## config.mk

```make
export PLATFORM = sky130hd
export DESIGN_NAME = iir_opti_top
export DESIGN_NICKNAME = d
export VERILOG_FILES = /design/src/rtl/opti_pkg.sv /design/src/rtl/opti_sos.sv /design/src/rtl/iir_opti_top.sv
export SDC_FILE = /design/constraint.sdc
export NUM_CORES = 1
export LEC_CHECK = 0
export ABC_CLOCK_PERIOD_IN_PS = 9050
export CORE_MARGIN = 2
export CORE_UTILIZATION = 45
export CTS_CLUSTER_SIZE = 8
export DETAILED_ROUTE_END_ITERATION = 16
export DONT_BUFFER_PORTS = 1
export PLACE_DENSITY_LB_ADDON = 0.15
export SLEW_MARGIN = 10
export SYNTH_ARGS = -nofsm -noshare
export SYNTH_HDL_FRONTEND = slang
export SYNTH_HIERARCHICAL = 1
export SYNTH_SLANG_ARGS = --single-unit
```

## constraint.sdc

```tcl
create_clock -name clk -period 9.05 [get_ports clk]
set_clock_uncertainty 0.15 [all_clocks]
set_input_delay 0.905 -clock clk [delete_from_list [all_inputs] [get_ports clk]]
set_output_delay 0.905 -clock clk [all_outputs]
set_load 0.05 [all_outputs]
```

## src/rtl/opti_pkg.sv

```systemverilog
// Shared widths, default coefficients and the round/saturate helper for the
// two-section direct-form-I biquad datapath.
package opti_pkg;
  localparam int DATA_W     = 24;
  localparam int COEF_W     = 24;
  localparam int PROD_W     = 48;
  localparam int ACC_W      = 51;
  localparam int FRAC_SHIFT = 22;
  localparam int N_SECT     = 2;
  localparam int N_COEF     = 5;
  localparam int SECT_W     = N_COEF * COEF_W;
  localparam int COEFS_W    = N_SECT * SECT_W;
  localparam int N_SAMPLES  = 2048;
  localparam int ADDR_W     = $clog2(N_SAMPLES);
  localparam int Q_W        = ACC_W - FRAC_SHIFT;

  localparam logic [ACC_W-1:0] ROUND_BIAS = 51'h200000;

  // Unity-DC-gain low-pass, double pole at 0.75 per section; MSB-first order
  // is {s1: a2,a1,b2,b1,b0, s0: a2,a1,b2,b1,b0}.
  localparam logic [COEFS_W-1:0] OPTI_COEFS = {
    24'h240000, 24'hA00000, 24'h010000, 24'h020000, 24'h010000,
    24'h240000, 24'hA00000, 24'h010000, 24'h020000, 24'h010000
  };

  typedef enum logic [0:0] {ST_IDLE = 1'b0, ST_RUN = 1'b1} state_e;

  function automatic logic [DATA_W-1:0] round_sat(input logic [ACC_W-1:0] acc);
    logic [ACC_W-1:0] rnd;
    logic [Q_W-1:0]   q;
    rnd = acc + ROUND_BIAS;
    q   = rnd[ACC_W-1:FRAC_SHIFT];
    if (!q[Q_W-1] && (|q[Q_W-2:DATA_W-1]))
      round_sat = {1'b0, {(DATA_W-1){1'b1}}};
    else if (q[Q_W-1] && !(&q[Q_W-2:DATA_W-1]))
      round_sat = {1'b1, {(DATA_W-1){1'b0}}};
    else
      round_sat = q[DATA_W-1:0];
  endfunction
endpackage

```

## src/rtl/opti_sos.sv

```systemverilog
// One direct-form-I biquad section; the registered y1 doubles as the section
// output so the feedback path stays a single combinational cycle.
module opti_sos
  import opti_pkg::*;
#(
  parameter logic [SECT_W-1:0] COEFS = OPTI_COEFS[0 +: SECT_W]
) (
  input  logic              clk,
  input  logic              rst_n,
  input  logic              clr_i,
  input  logic              valid_i,
  input  logic [DATA_W-1:0] x_i,
  output logic              valid_o,
  output logic [DATA_W-1:0] y_o
);
  localparam logic signed [COEF_W-1:0] B0 = COEFS[0*COEF_W +: COEF_W];
  localparam logic signed [COEF_W-1:0] B1 = COEFS[1*COEF_W +: COEF_W];
  localparam logic signed [COEF_W-1:0] B2 = COEFS[2*COEF_W +: COEF_W];
  localparam logic signed [COEF_W-1:0] A1 = COEFS[3*COEF_W +: COEF_W];
  localparam logic signed [COEF_W-1:0] A2 = COEFS[4*COEF_W +: COEF_W];

  logic signed [DATA_W-1:0] x0_s;
  logic signed [DATA_W-1:0] x1_q, x2_q, y1_q, y2_q;
  logic                     valid_q;
  logic signed [PROD_W-1:0] mul_b0_x, mul_b1_x, mul_b2_x, mul_a1_y, mul_a2_y;
  logic signed [ACC_W-1:0]  acc_s;
  logic        [DATA_W-1:0] y_d;

  assign x0_s     = x_i;
  assign mul_b0_x = PROD_W'(B0) * PROD_W'(x0_s);
  assign mul_b1_x = PROD_W'(B1) * PROD_W'(x1_q);
  assign mul_b2_x = PROD_W'(B2) * PROD_W'(x2_q);
  assign mul_a1_y = PROD_W'(A1) * PROD_W'(y1_q);
  assign mul_a2_y = PROD_W'(A2) * PROD_W'(y2_q);

  assign acc_s = ACC_W'(mul_b0_x) + ACC_W'(mul_b1_x) + ACC_W'(mul_b2_x)
               - ACC_W'(mul_a1_y) - ACC_W'(mul_a2_y);
  assign y_d   = round_sat(acc_s);

  // Delay lines only move on valid samples so input gaps leave state intact.
  always_ff @(posedge clk) begin
    if (rst_n || clr_i) begin
      x1_q    <= '0;
      x2_q    <= '0;
      y1_q    <= '0;
      y2_q    <= '0;
      valid_q <= 1'b0;
    end else begin
      valid_q <= valid_i;
      if (valid_i) begin
        x1_q <= x0_s;
        x2_q <= x1_q;
        y1_q <= y_d;
        y2_q <= y1_q;
      end
    end
  end

  assign valid_o = valid_q;
  assign y_o     = y1_q;
endmodule

```

## src/rtl/iir_opti_top.sv

```systemverilog
// Two cascaded biquads with run control, output indexing, completion pulse and
// output-settled detection. rst_n is an active-high synchronous reset.
module iir_opti_top
  import opti_pkg::*;
#(
  parameter logic [COEFS_W-1:0] COEFS         = OPTI_COEFS,
  parameter logic [DATA_W-1:0]  STABLE_THRESH = 24'd64,
  parameter int                 STABLE_LEN    = 16
) (
  input  logic              clk,
  input  logic              rst_n,
  input  logic              start,
  input  logic [DATA_W-1:0] data_in,
  input  logic              data_in_valid,
  output logic [DATA_W-1:0] data_out,
  output logic              data_out_valid,
  output logic [ADDR_W-1:0] addr,
  output logic              filter_done,
  output logic              stable_out
);
  localparam int CNT_W = $clog2(STABLE_LEN + 1);

  state_e              state_q;
  logic                in_valid_q;
  logic [DATA_W-1:0]   in_data_q;
  logic                s0_valid, s1_valid;
  logic [DATA_W-1:0]   s0_y, s1_y;
  logic                accept_s, last_s, settled_s;
  logic signed [DATA_W:0] step_s;
  logic [DATA_W:0]     step_abs_s;
  logic [ADDR_W-1:0]   idx_q, addr_q;
  logic [DATA_W-1:0]   data_out_q, prev_y_q;
  logic                data_out_valid_q, filter_done_q, stable_q;
  logic [CNT_W-1:0]    stab_cnt_q, stab_cnt_d;

  assign accept_s = (state_q == ST_RUN) && data_in_valid && !start;

  // Input register; a sample arriving with start is dropped.
  always_ff @(posedge clk) begin
    if (rst_n) begin
      in_valid_q <= 1'b0;
      in_data_q  <= '0;
    end else if (start) begin
      in_valid_q <= 1'b0;
    end else begin
      in_valid_q <= accept_s;
      if (accept_s) in_data_q <= data_in;
    end
  end

  opti_sos #(.COEFS(COEFS[0 +: SECT_W])) u_sos0 (
    .clk(clk), .rst_n(rst_n), .clr_i(start),
    .valid_i(in_valid_q), .x_i(in_data_q), .valid_o(s0_valid), .y_o(s0_y)
  );

  opti_sos #(.COEFS(COEFS[SECT_W +: SECT_W])) u_sos1 (
    .clk(clk), .rst_n(rst_n), .clr_i(start),
    .valid_i(s0_valid), .x_i(s0_y), .valid_o(s1_valid), .y_o(s1_y)
  );

  assign last_s     = s1_valid && (idx_q == ADDR_W'(N_SAMPLES - 1));
  assign step_s     = $signed({s1_y[DATA_W-1], s1_y}) - $signed({prev_y_q[DATA_W-1], prev_y_q});
  assign step_abs_s = step_s[DATA_W] ? -step_s : step_s;
  assign settled_s  = step_abs_s <= {1'b0, STABLE_THRESH};

  // Settle counter saturates at STABLE_LEN; any large step restarts it.
  always_comb begin
    stab_cnt_d = stab_cnt_q;
    if (!settled_s)
      stab_cnt_d = '0;
    else if (stab_cnt_q != CNT_W'(STABLE_LEN))
      stab_cnt_d = stab_cnt_q + CNT_W'(1);
    else
      stab_cnt_d = stab_cnt_q;
  end

  // Run FSM and registered output stage.
  always_ff @(posedge clk) begin
    if (rst_n) begin
      state_q          <= ST_IDLE;
      idx_q            <= '0;
      addr_q           <= '0;
      data_out_q       <= '0;
      data_out_valid_q <= 1'b0;
      filter_done_q    <= 1'b0;
      prev_y_q         <= '0;
      stab_cnt_q       <= '0;
      stable_q         <= 1'b0;
    end else if (start) begin
      state_q          <= ST_RUN;
      idx_q            <= '0;
      addr_q           <= '0;
      data_out_valid_q <= 1'b0;
      filter_done_q    <= 1'b0;
      prev_y_q         <= '0;
      stab_cnt_q       <= '0;
      stable_q         <= 1'b0;
    end else begin
      data_out_valid_q <= s1_valid;
      filter_done_q    <= last_s;
      if (s1_valid) begin
        data_out_q <= s1_y;
        prev_y_q   <= s1_y;
        addr_q     <= idx_q;
        idx_q      <= idx_q + ADDR_W'(1);
        stab_cnt_q <= stab_cnt_d;
        stable_q   <= (stab_cnt_d == CNT_W'(STABLE_LEN));
      end
      case (state_q)
        ST_IDLE: state_q <= ST_IDLE;
        ST_RUN:  if (last_s) state_q <= ST_IDLE;
        default: state_q <= ST_IDLE;
      endcase
    end
  end

  assign data_out       = data_out_q;
  assign data_out_valid = data_out_valid_q;
  assign addr           = addr_q;
  assign filter_done    = filter_done_q;
  assign stable_out     = stable_q;
endmodule

```

==> flow_metrics.env <==
export IMPL_status="completed"
export IMPL_grt_start_max_net_pins=76
export IMPL_rows=91
export IMPL_max_freq_mhz=121
export IMPL_tritoncts="done"
export IMPL_hp_class="primary input to flip-flop"
export IMPL_critical_path_class="flip-flop to flip-flop"
export IMPL_gr_usage_all_layers=0.212
export IMPL_die_w_um=255
export IMPL_hold_depth=1
export IMPL_ios=66
export IMPL_final_cell_mix="inv_1, ha_1, nor2_1, dfxtp_1, nand2_1"
export IMPL_post_place_cells=3950
export IMPL_routedWlPerCell_um=17.0
export IMPL_cts_sinks=298
export IMPL_postCtsHoldBufs=0
export IMPL_met2WireLength_um=32800
export IMPL_vias=21700
export IMPL_ys_seq_area_frac=0.211
export IMPL_syn_avg_cell_area_um2=8.83
export IMPL_first_iter_violations=1020
export IMPL_clk_pin_slew_worst_paths_ps=50
export IMPL_ys_types=119
export IMPL_grt_pass1_wl_um=112000
export IMPL_yosysTopAreaCellShare=0.211
export IMPL_cp_start_kind="flip-flop"
export IMPL_syn_cell_area_mm2=0.0282
export IMPL_synthFlopType="dfxtp_1"
export IMPL_worstPathMaxFanout=23
export IMPL_synth_edff_count=0
export IMPL_antenna_left=0
export IMPL_min_period_ps=8290
export IMPL_post_cts_resized=0
export IMPL_worstRegToRegCells=31
export IMPL_yosys_area_top_type="dfxtp_1"
export IMPL_instances_no_fill=4006
export IMPL_dr_pass1_iters=5
export IMPL_cp_depth=31
export IMPL_postCtsSetupBuffers=0
export IMPL_highest_layer="met4"
export IMPL_syn_to_final_growth_pct=6.90
export IMPL_cp_end_kind="flip-flop"
export IMPL_initial_core_util=0.457
export IMPL_wl_met3_um=1960
export IMPL_finalCritPeriodShare=0.916
export IMPL_maxCapViolations=0
export IMPL_rsz0062_at_grt="false"
export IMPL_crit_buf_inv=5
export IMPL_io_buffer_count=0
export IMPL_yosys_warnings=6
export IMPL_drc=0
export IMPL_cts_root_buf="clkbuf_16"
export IMPL_finalSetupViolCount=0
export IMPL_setup_tns_ps=0
export IMPL_drt_wl_total_um=68200
export IMPL_arrival_ps=8610
export IMPL_grt_ovfl_total=0
export IMPL_holdWs_ps=267
export IMPL_viasPerCell=5.43
export IMPL_htreeDepth=2
export IMPL_nNetsFinal=3752
export IMPL_mostFrequentLayoutCell="inv_1"
export IMPL_hold_viol_final=0
export IMPL_crit_family="adder cells"
export IMPL_clk_latency_ps=590
export IMPL_cts_max_path_buffers=3
export IMPL_async_flop_share=0
export IMPL_netlist_instances=3199
export IMPL_synth_net_count=3791
export IMPL_synth_seq_cells=298
export IMPL_post_dp_hpwl_um=54300
export IMPL_grt_pass1_vias=22000
export IMPL_drive_gt1_frac=0.0609
export IMPL_core_region_area_mm2=0.0618
export IMPL_place_gp_congestion=0.901
export IMPL_drv_slew=0
export IMPL_dieArea_mm2=0.0648
export IMPL_post_synth_main_area_contributors="dfxtp_1, ha_1, fa_1"
export IMPL_slowest_stage="fa_1"
export IMPL_relSlewSlack=0.295
export IMPL_tightestPinTransition_ps=1060
export IMPL_antenna_found_initial=0
export IMPL_die_h_um=255
export IMPL_slowest_delay_ps=520
export IMPL_wl_met1_um=31800
export IMPL_n_antenna_cell=0
export IMPL_cts_buffers=44
export IMPL_crit_required_ps=9370
[worst reg2reg max path, delay by kind of cell (launching register included)]
| family | cells | cell delay (ps) |
|---|---|---|
| buffers and inverters | 5 | 560 |
| AOI/OAI and AO/OA | 10 | 2050 |
| and+or+nand+nor | 6 | 1520 |
| DFF | 1 | 440 |
| xor gates and xnor gates | 2 | 570 |
| adders and majority gates | 8 | 2910 |
[synthesized netlist by cell type (15+ instances only)]
master / count
buf_1: 15
nor3_1: 54
o21bai_1: 15
clkbuf_1: 59
o21a_1: 26
a221oi_2: 19
xor2_1: 74
and3_1: 19
xnor2_1: 74
nand3_1: 44
fa_1: 185
a211oi_1: 20
a21oi_1: 200
dfxtp_1: 298
nand4_1: 22
nand2b_1: 29
o21ai_1: 33
inv_1: 436
a21o_1: 48
nor2b_1: 18
mux2i_1: 183
ha_1: 379
and2_1: 19
a31oi_1: 24
nor2_1: 298
o21ai_0: 102
nand2_1: 206
[metrics by stage]
step           setup WS [ps]  instance area, um^2  utilization
6_report                 764                30200        0.488
5_1_grt                  166                30200        0.488
4_1_cts                  275                30200        0.488
3_5_place_dp             317                28900        0.468
3_3_place_gp             456                28900        0.468
2_1_floorplan           2010                28200            -
[kinds of logic after synthesis]
logic type               count (synthesis)  synth area share
AO/OA/AOI/OAI                          655             0.161
XOR/XNOR                               154            0.0493
adder cells (fa/ha/maj)                564             0.299
buffers and inverters                  540            0.0762
flip-flops                             298             0.211
multiplexers                           187            0.0664
AND/OR/NAND/NOR                        801             0.137
[routing by layer]
layer | up-vias | GRT usage
met5 | - | 0
met4 | 0 | 0.0576
met3 | 92 | 0.0216
met2 | 326 | 0.369
met1 | 10400 | 0.279
li1 | 10900 | -
[final timing paths]
| kind | startpoint | endpoint | slack (ps) |
|---|---|---|---|
| max | u_sos0/y_o[1] | u_sos0/y_o[0] | 760 |
| min | rst_n | in_valid_q | 270 |
| max reg2reg | u_sos0/y_o[1] | u_sos0/y_o[0] | 760 |
| min reg2reg | in_data_q[2] | in_data_q[2] | 320 |
[flip-flops by register name (all words and copies together), names as in the netlist, 5 cells and up]
signal and cells:
addr 11, data_out 24, u_sos1/x1_q 24, u_sos0/y2_q 24, u_sos1/x2_q 24, in_data_q 24, u_sos0/x2_q 24, u_sos0/y_o 24
u_sos1/y2_q 24, u_sos1/y_o 24, idx_q 11, prev_y_q 24, u_sos0/x1_q 24, stab_cnt_q 5
[layout make-up]
cell class / count / area [um^2]
Clock buffer: 50 / 1150
Clock inverter: 5 / 86.3
Fill cell: 5912 / 31600
Inverter: 437 / 1640
Multi-Input combinational cell: 2362 / 20200
Sequential cell: 298 / 5970
Tap cell: 837 / 1050
Timing Repair Buffer: 17 / 128
Power is not shown: default switching activity piles up to over one toggle a cycle in this logic, so the estimate is an artifact.
